$ cat src/rtl/mem_data_bridge_pkg.sv
// ============================================================================
// Package : mem_defs
// Shared size codes, FSM encoding and store lane helpers for the data bridge.
// Revision: 1.0 - initial release
// ============================================================================
`default_nettype none

package mem_defs;

    localparam logic [1:0] SZ_BYTE = 2'b00;
    localparam logic [1:0] SZ_HALF = 2'b01;
    localparam logic [1:0] SZ_WORD = 2'b10;

    typedef enum logic [2:0] {
        ST_IDLE  = 3'd0,
        ST_ADDR  = 3'd1,
        ST_DATA  = 3'd2,
        ST_DONE  = 3'd3,
        ST_DRAIN = 3'd4
    } memState_t;

    // Size code 2'b11 falls into the word arm everywhere.
    function automatic logic isMisaligned(input logic [1:0] size, input logic [1:0] addrLo);
        case (size)
            SZ_BYTE: return 1'b0;
            SZ_HALF: return addrLo[0];
            default: return |addrLo;
        endcase
    endfunction

    function automatic logic [3:0] laneStrobe(input logic [1:0] size, input logic [1:0] addrLo);
        case (size)
            SZ_BYTE: return 4'b0001 << addrLo;
            SZ_HALF: return 4'b0011 << addrLo;
            default: return 4'b1111;
        endcase
    endfunction

    function automatic logic [31:0] laneReplicate(input logic [1:0] size, input logic [31:0] wd);
        case (size)
            SZ_BYTE: return {4{wd[7:0]}};
            SZ_HALF: return {2{wd[15:0]}};
            default: return wd;
        endcase
    endfunction

endpackage

`default_nettype wire

$ cat src/rtl/mem_data_bridge_load_ext.sv
// ============================================================================
// Module  : mem_load_ext
// Selects the addressed byte/half lane of a read word and sign/zero extends.
// Revision: 1.0 - initial release
// ============================================================================
`default_nettype none

module mem_load_ext
    import mem_defs::*;
(
    input  logic [31:0] word,
    input  logic [1:0]  addrLo,
    input  logic [1:0]  size,
    input  logic        isSigned,
    output logic [31:0] result
);

    logic [31:0] w_byteShift;
    logic [31:0] w_halfShift;
    logic [7:0]  w_byte;
    logic [15:0] w_half;

    always_comb begin
        w_byteShift = word >> {addrLo, 3'b000};
        w_halfShift = word >> {addrLo[1], 4'b0000};
        w_byte      = w_byteShift[7:0];
        w_half      = w_halfShift[15:0];
        case (size)
            SZ_BYTE: result = {{24{isSigned & w_byte[7]}}, w_byte};
            SZ_HALF: result = {{16{isSigned & w_half[15]}}, w_half};
            default: result = word;
        endcase
    end

endmodule

`default_nettype wire

$ cat src/rtl/mem_data_bridge.sv
// ============================================================================
// Module  : mem_data_bridge
// M-stage load/store initiator onto the split addr/data SRAM-like bus.
// Revision: 1.0 - initial release
// ============================================================================
`default_nettype none

module mem_data_bridge #(
    parameter int ADDR_W = 32,
    parameter int DATA_W = 32
) (
    input  logic                  clk,
    input  logic                  reset,
    input  logic                  memreqM,
    input  logic                  memwriteM,
    input  logic [1:0]            memsizeM,
    input  logic                  memsignedM,
    input  logic [ADDR_W-1:0]     addrM,
    input  logic [DATA_W-1:0]     writedataM,
    input  logic                  flushM,
    output logic [DATA_W-1:0]     readdataM,
    output logic                  stallM,
    output logic                  adelM,
    output logic                  adesM,
    output logic                  data_req,
    output logic                  data_wr,
    output logic [1:0]            data_size,
    output logic [ADDR_W-1:0]     data_addr,
    output logic [DATA_W/8-1:0]   data_wstrb,
    output logic [DATA_W-1:0]     data_wdata,
    input  logic                  data_addr_ok,
    input  logic                  data_data_ok,
    input  logic [DATA_W-1:0]     data_rdata
);

    import mem_defs::*;

    memState_t   r_state;
    memState_t   w_nextState;
    logic        w_mis;
    logic        w_start;
    logic        w_capture;
    logic        r_signed;
    logic [31:0] r_capWord;

    assign w_mis   = isMisaligned(memsizeM, addrM[1:0]);
    assign adelM   = memreqM & ~memwriteM & w_mis;
    assign adesM   = memreqM &  memwriteM & w_mis;
    assign w_start = (r_state == ST_IDLE) & memreqM & ~w_mis & ~flushM;

    always_ff @(posedge clk or posedge reset) begin
        if (reset) begin
            r_state <= ST_IDLE;
        end else begin
            r_state <= w_nextState;
        end
    end

    // data_req is decoded from state so an async reset drops it immediately.
    always_comb begin
        w_nextState = r_state;
        w_capture   = 1'b0;
        data_req    = 1'b0;
        case (r_state)
            ST_IDLE: begin
                if (w_start) w_nextState = ST_ADDR;
            end
            ST_ADDR: begin
                data_req = 1'b1;
                if (data_addr_ok && data_data_ok) begin
                    w_nextState = ST_DONE;
                    w_capture   = 1'b1;
                end else if (data_addr_ok) begin
                    w_nextState = ST_DATA;
                end else if (flushM) begin
                    w_nextState = ST_IDLE;
                end
            end
            ST_DATA: begin
                if (data_data_ok) begin
                    w_nextState = ST_DONE;
                    w_capture   = 1'b1;
                end else if (flushM) begin
                    w_nextState = ST_DRAIN;
                end
            end
            ST_DONE: begin
                w_nextState = ST_IDLE;
            end
            ST_DRAIN: begin
                if (data_data_ok) w_nextState = ST_IDLE;
            end
            default: begin
                w_nextState = ST_IDLE;
            end
        endcase
        stallM = memreqM & ~w_mis & ~flushM &
                 ((r_state == ST_IDLE) | (r_state == ST_ADDR) | (r_state == ST_DATA));
    end

    always_ff @(posedge clk or posedge reset) begin
        if (reset) begin
            data_wr    <= 1'b0;
            data_size  <= SZ_BYTE;
            data_addr  <= '0;
            data_wstrb <= '0;
            data_wdata <= '0;
            r_signed   <= 1'b0;
        end else if (w_start) begin
            data_wr    <= memwriteM;
            data_size  <= memsizeM;
            data_addr  <= addrM;
            data_wstrb <= memwriteM ? laneStrobe(memsizeM, addrM[1:0]) : 4'b0000;
            data_wdata <= laneReplicate(memsizeM, writedataM);
            r_signed   <= memsignedM;
        end
    end

    always_ff @(posedge clk or posedge reset) begin
        if (reset) begin
            r_capWord <= '0;
        end else if (w_capture) begin
            r_capWord <= data_rdata;
        end
    end

    mem_load_ext u_loadExt (
        .word     (r_capWord),
        .addrLo   (data_addr[1:0]),
        .size     (data_size),
        .isSigned (r_signed),
        .result   (readdataM)
    );

endmodule

`default_nettype wire
$ cat config.mk
export PLATFORM = sky130hd
export DESIGN_NAME = mem_data_bridge
export DESIGN_NICKNAME = d
export VERILOG_FILES = /design/src/rtl/mem_data_bridge_pkg.sv /design/src/rtl/mem_data_bridge_load_ext.sv /design/src/rtl/mem_data_bridge.sv
export SDC_FILE = /design/constraint.sdc
export NUM_CORES = 1
export LEC_CHECK = 0
export ABC_CLOCK_PERIOD_IN_PS = 5700
export CAP_MARGIN = 30
export CORE_MARGIN = 2
export CORE_UTILIZATION = 45
export CTS_BUF_LIST = sky130_fd_sc_hd__clkbuf_8
export DETAILED_ROUTE_END_ITERATION = 8
export PLACE_DENSITY = 0.92
export REMOVE_ABC_BUFFERS = 1
export SETUP_SLACK_MARGIN = 0.15
export SLEW_MARGIN = 20
export SYNTH_ARGS = -nofsm -noshare
export SYNTH_HDL_FRONTEND = slang
export SYNTH_SLANG_ARGS = --single-unit
$ cat constraint.sdc
create_clock -name clk -period 5.7 [get_ports clk]
set_clock_uncertainty 0.05 [all_clocks]
set_input_delay 1.71 -clock clk [delete_from_list [all_inputs] [get_ports clk]]
set_output_delay 1.71 -clock clk [all_outputs]
set_load 0.02 [all_outputs]
==> results_dict.tcl <==
set metrics [dict create \
    status "complete, no violations" \
    synth-main-ff-cell "sky130_fd_sc_hd__dfrtp_1" \
    fin_ws_ps 570 \
    final_nets 739 \
    reg2reg_to "data_addr[4]" \
    crit_required_ps 3940 \
    finalCriticalPeriod_ps 5130 \
    worst-setup-path-type "in -> out" \
    synth.avg_cell_area_um2 12.2 \
    n_antenna_cell 0 \
    grt_start_max_net_pins 96 \
    syn2layout_area_growth_pct 45.7 \
    die_h_um 112 \
    final_area_um2 7600 \
    timing.max_cap.violations 0 \
    port-buffer-count 212 \
    rows 39 \
    worst_ep_arrival_time_ps 3370 \
    synthesized_instance_count 427 \
    fillers 827 \
    ys_seq_area_share_pct 51.3 \
    final-setup-viol-count 0 \
    cts.root.buffer_cell "sky130_fd_sc_hd__clkbuf_8" \
    boundaryPins 213 \
    drt-pass1-iter-count 4 \
    crit_path_start_kind "input port" \
    post_detailed_route_via_to_cell_ratio 5.26 \
    end_kind "output pin" \
    drt_iter0_markers 245 \
    critical_path.reg2reg.startpoint "r_state[2]" \
    cts_tree "yes" \
    synthArstFlopShare_pct 100 \
    floorplan.initialDensity_pct 45.9 \
    cts_setup_buffers 0 \
    grt_first_pass_wirelength_um 22400 \
    timing_max_transition_violations_final 0 \
    max_freq_mhz 195 \
    worst_skew_pair.late_latency_ps 370 \
    cts_hold_repair.buffers 0 \
    hold_path_depth 2 \
    hold_viol 0 \
    grt.busiest_layer "met2" \
    total_wirelength_of_the_detailed_routed_design_um 14100 \
    minimum_setup_slack_among_reg_to_reg_paths_ps 3480 \
    timing_worst_slew_pin_value_ps 864 \
    rsz0062_at_grt "false" \
    post_synth_main_area_contributors "sky130_fd_sc_hd__dfrtp_1 51%, sky130_fd_sc_hd__mux2_4 12%, sky130_fd_sc_hd__mux2_2 7.1%, sky130_fd_sc_hd__mux2i_1 5.6%, sky130_fd_sc_hd__o21ai_0 3.8%" \
    flip_flop_and_latch_area_um2 2680 \
    cellLeakagePower_nw 3.42 \
    synth_seq_cells 107 \
    cts_made_buffers 9 \
    grt_pass1_vias 4299 \
    final_min_period_over_clock_period_pct 90.0 \
    synth-warning-count 0 \
    netlist.area_leader.share_pct 51.3 \
    worst_setup_hold_path_clk_slew_ps 80 \
    vias 4101 \
    chipWidth_um 112 \
    max-clock-path-buffers 2 \
    ir_drop_mv 0.488 \
    routing_usage_on_met2_pct 38.3 \
    grt_antenna_before_repair 1 \
    grt_remaining_overflow 0 \
    synth_edf_count 0 \
    synth_top_cell_by_area "sky130_fd_sc_hd__dfrtp_1" \
    cts_max_level 3 \
    place_area_um2 7400 \
    synth.most_common_cell "sky130_fd_sc_hd__dfrtp_1" \
    min_from "data_wstrb[2]" \
    grt_util_met1_pct 26.5 \
    resized_after_cts 0 \
    number_of_nets_still_failing_antenna_checks_after_routing 0 \
    gr-usage-all-layers_pct 22.6 \
    grtUsageMet3_pct 7.46 \
    core_area_um2 11400 \
    relative_slew_slack_pct 42.2 \
    multi_input_area_um2 2340 \
    detailedPlace.worstSlack_ps 573 \
    synth.lib_cells_used.distinct 39 \
    numClockSinks 107 \
    gp_congestion 0.873 \
    min-delay-path-class "reg -> reg" \
    die_outline_area_um2 12500 \
    dp.final_hpwl_um 10300 \
    drt_drc_violations_left 0 \
    synth_top_cells_by_count "107 x sky130_fd_sc_hd__dfrtp_1, 48 x sky130_fd_sc_hd__nand2_1, 43 x sky130_fd_sc_hd__mux2_4" \
    post_synth_instance_area_um2 5220 \
    cp_max_fo 7 \
    ff2ff_path_depth 4 \
    power_density_nw_per_um2 600 \
    drive_gt1_share_pct 19.2 \
    wire_per_inst_um 18.1 \
    worstHoldEndpoint "data_wstrb[2]" \
]
[layer usage]
layer  part of all wire [%]  routed length [um]
met1                     39                5510
met2                     50                7060
met3                    8.5                1200
met4                    2.3                 319
met5                  0.099                  14
[worst max-delay path, stage by stage]
cell and delay (ps):
sky130_fd_sc_hd__clkdlybuf4s50_1 510, sky130_fd_sc_hd__o21ai_1 240, sky130_fd_sc_hd__nand4_1 120, sky130_fd_sc_hd__a21oi_1 160, sky130_fd_sc_hd__clkdlybuf4s50_1 620
[placed cells by master (no fill, tap or decap), types with 2 or more instances in the layout]
cell / instances
sky130_fd_sc_hd__o211ai_1: 5
sky130_fd_sc_hd__nand2_1: 48
sky130_fd_sc_hd__nor3_1: 2
sky130_fd_sc_hd__nor2b_1: 7
sky130_fd_sc_hd__mux2i_1: 29
sky130_fd_sc_hd__o21ai_0: 40
sky130_fd_sc_hd__nor2_1: 19
sky130_fd_sc_hd__nand2b_1: 2
sky130_fd_sc_hd__mux2_1: 2
sky130_fd_sc_hd__o21ai_1: 2
sky130_fd_sc_hd__mux2_2: 33
sky130_fd_sc_hd__buf_12: 2
sky130_fd_sc_hd__a21o_2: 15
sky130_fd_sc_hd__nand4_1: 2
sky130_fd_sc_hd__inv_1: 3
sky130_fd_sc_hd__a21oi_1: 21
sky130_fd_sc_hd__clkinv_2: 3
sky130_fd_sc_hd__dfrtp_1: 107
sky130_fd_sc_hd__clkbuf_8: 11
sky130_fd_sc_hd__mux2_4: 43
sky130_fd_sc_hd__a21o_1: 2
sky130_fd_sc_hd__a22oi_1: 4
sky130_fd_sc_hd__buf_4: 7
sky130_fd_sc_hd__nor3b_1: 2
sky130_fd_sc_hd__clkdlybuf4s50_1: 212
[registers in the layout, indices dropped and copies added, names as in the netlist]
| signal | count |
|---|---|
| data_wdata | 32 |
| r_capWord | 32 |
| data_size | 2 |
| data_wstrb | 4 |
| data_wr | 1 |
| data_addr | 32 |
| r_signed | 1 |
| r_state | 3 |
[final cells by class]
| type | instances | area share (%) |
|---|---|---|
| multi-input cells | 290 | 30.8 |
| well taps | 143 | 2.35 |
| flip-flops and latches | 107 | 35.2 |
| clock buffers | 11 | 1.99 |
| repair buffers | 221 | 29.1 |
| inverters | 4 | 0.230 |
| clock inverters | 4 | 0.313 |
[stage by stage]
stage	TNS, ps	hold WS [ps]	total power, mW	std cells	utilization [%]
after floorplan	-28480	430	2.89	401	-
after global placement	0	412	4.04	763	65.1
after global routing	0	475	4.81	780	66.9
final	0	436	4.56	780	66.9
after CTS	0	442	4.59	778	66.6
after detailed placement	0	422	4.14	763	65.1
[worst max-delay path by stage]
| stage | cells after the start | from | slack [ps] | end |
|---|---|---|---|---|
| 4_1_cts | 5 | addrM[0] | 580 | stallM |
| 2_1_floorplan | 3 | addrM[0] | -570 | data_size[0] |
| 5_1_grt | 5 | addrM[0] | 440 | stallM |
| 3_3_place_gp | 5 | addrM[0] | 650 | stallM |
| 3_5_place_dp | 5 | addrM[0] | 570 | stallM |
| 6_report | 5 | addrM[0] | 570 | stallM |
[report_power, final]
part	total, mW	leakage, nW	switching (mW)	internal [mW]
Sequential	1.44	1.30	0.305	1.14
Combinational	2.69	2.03	1.26	1.42
Clock	0.433	0.0954	0.253	0.180
[cells by family after synthesis]
group                  after synthesis  share of synthesized area, %
muxes                              108                          25.9
buffers and inverters               30                          3.88
AOI/OAI and AO/OA                   93                          10.9
and+or+nand+nor                     89                          8.03
DFF                                107                          51.3
No activity file was read; power rests on OpenSTA's default activity.
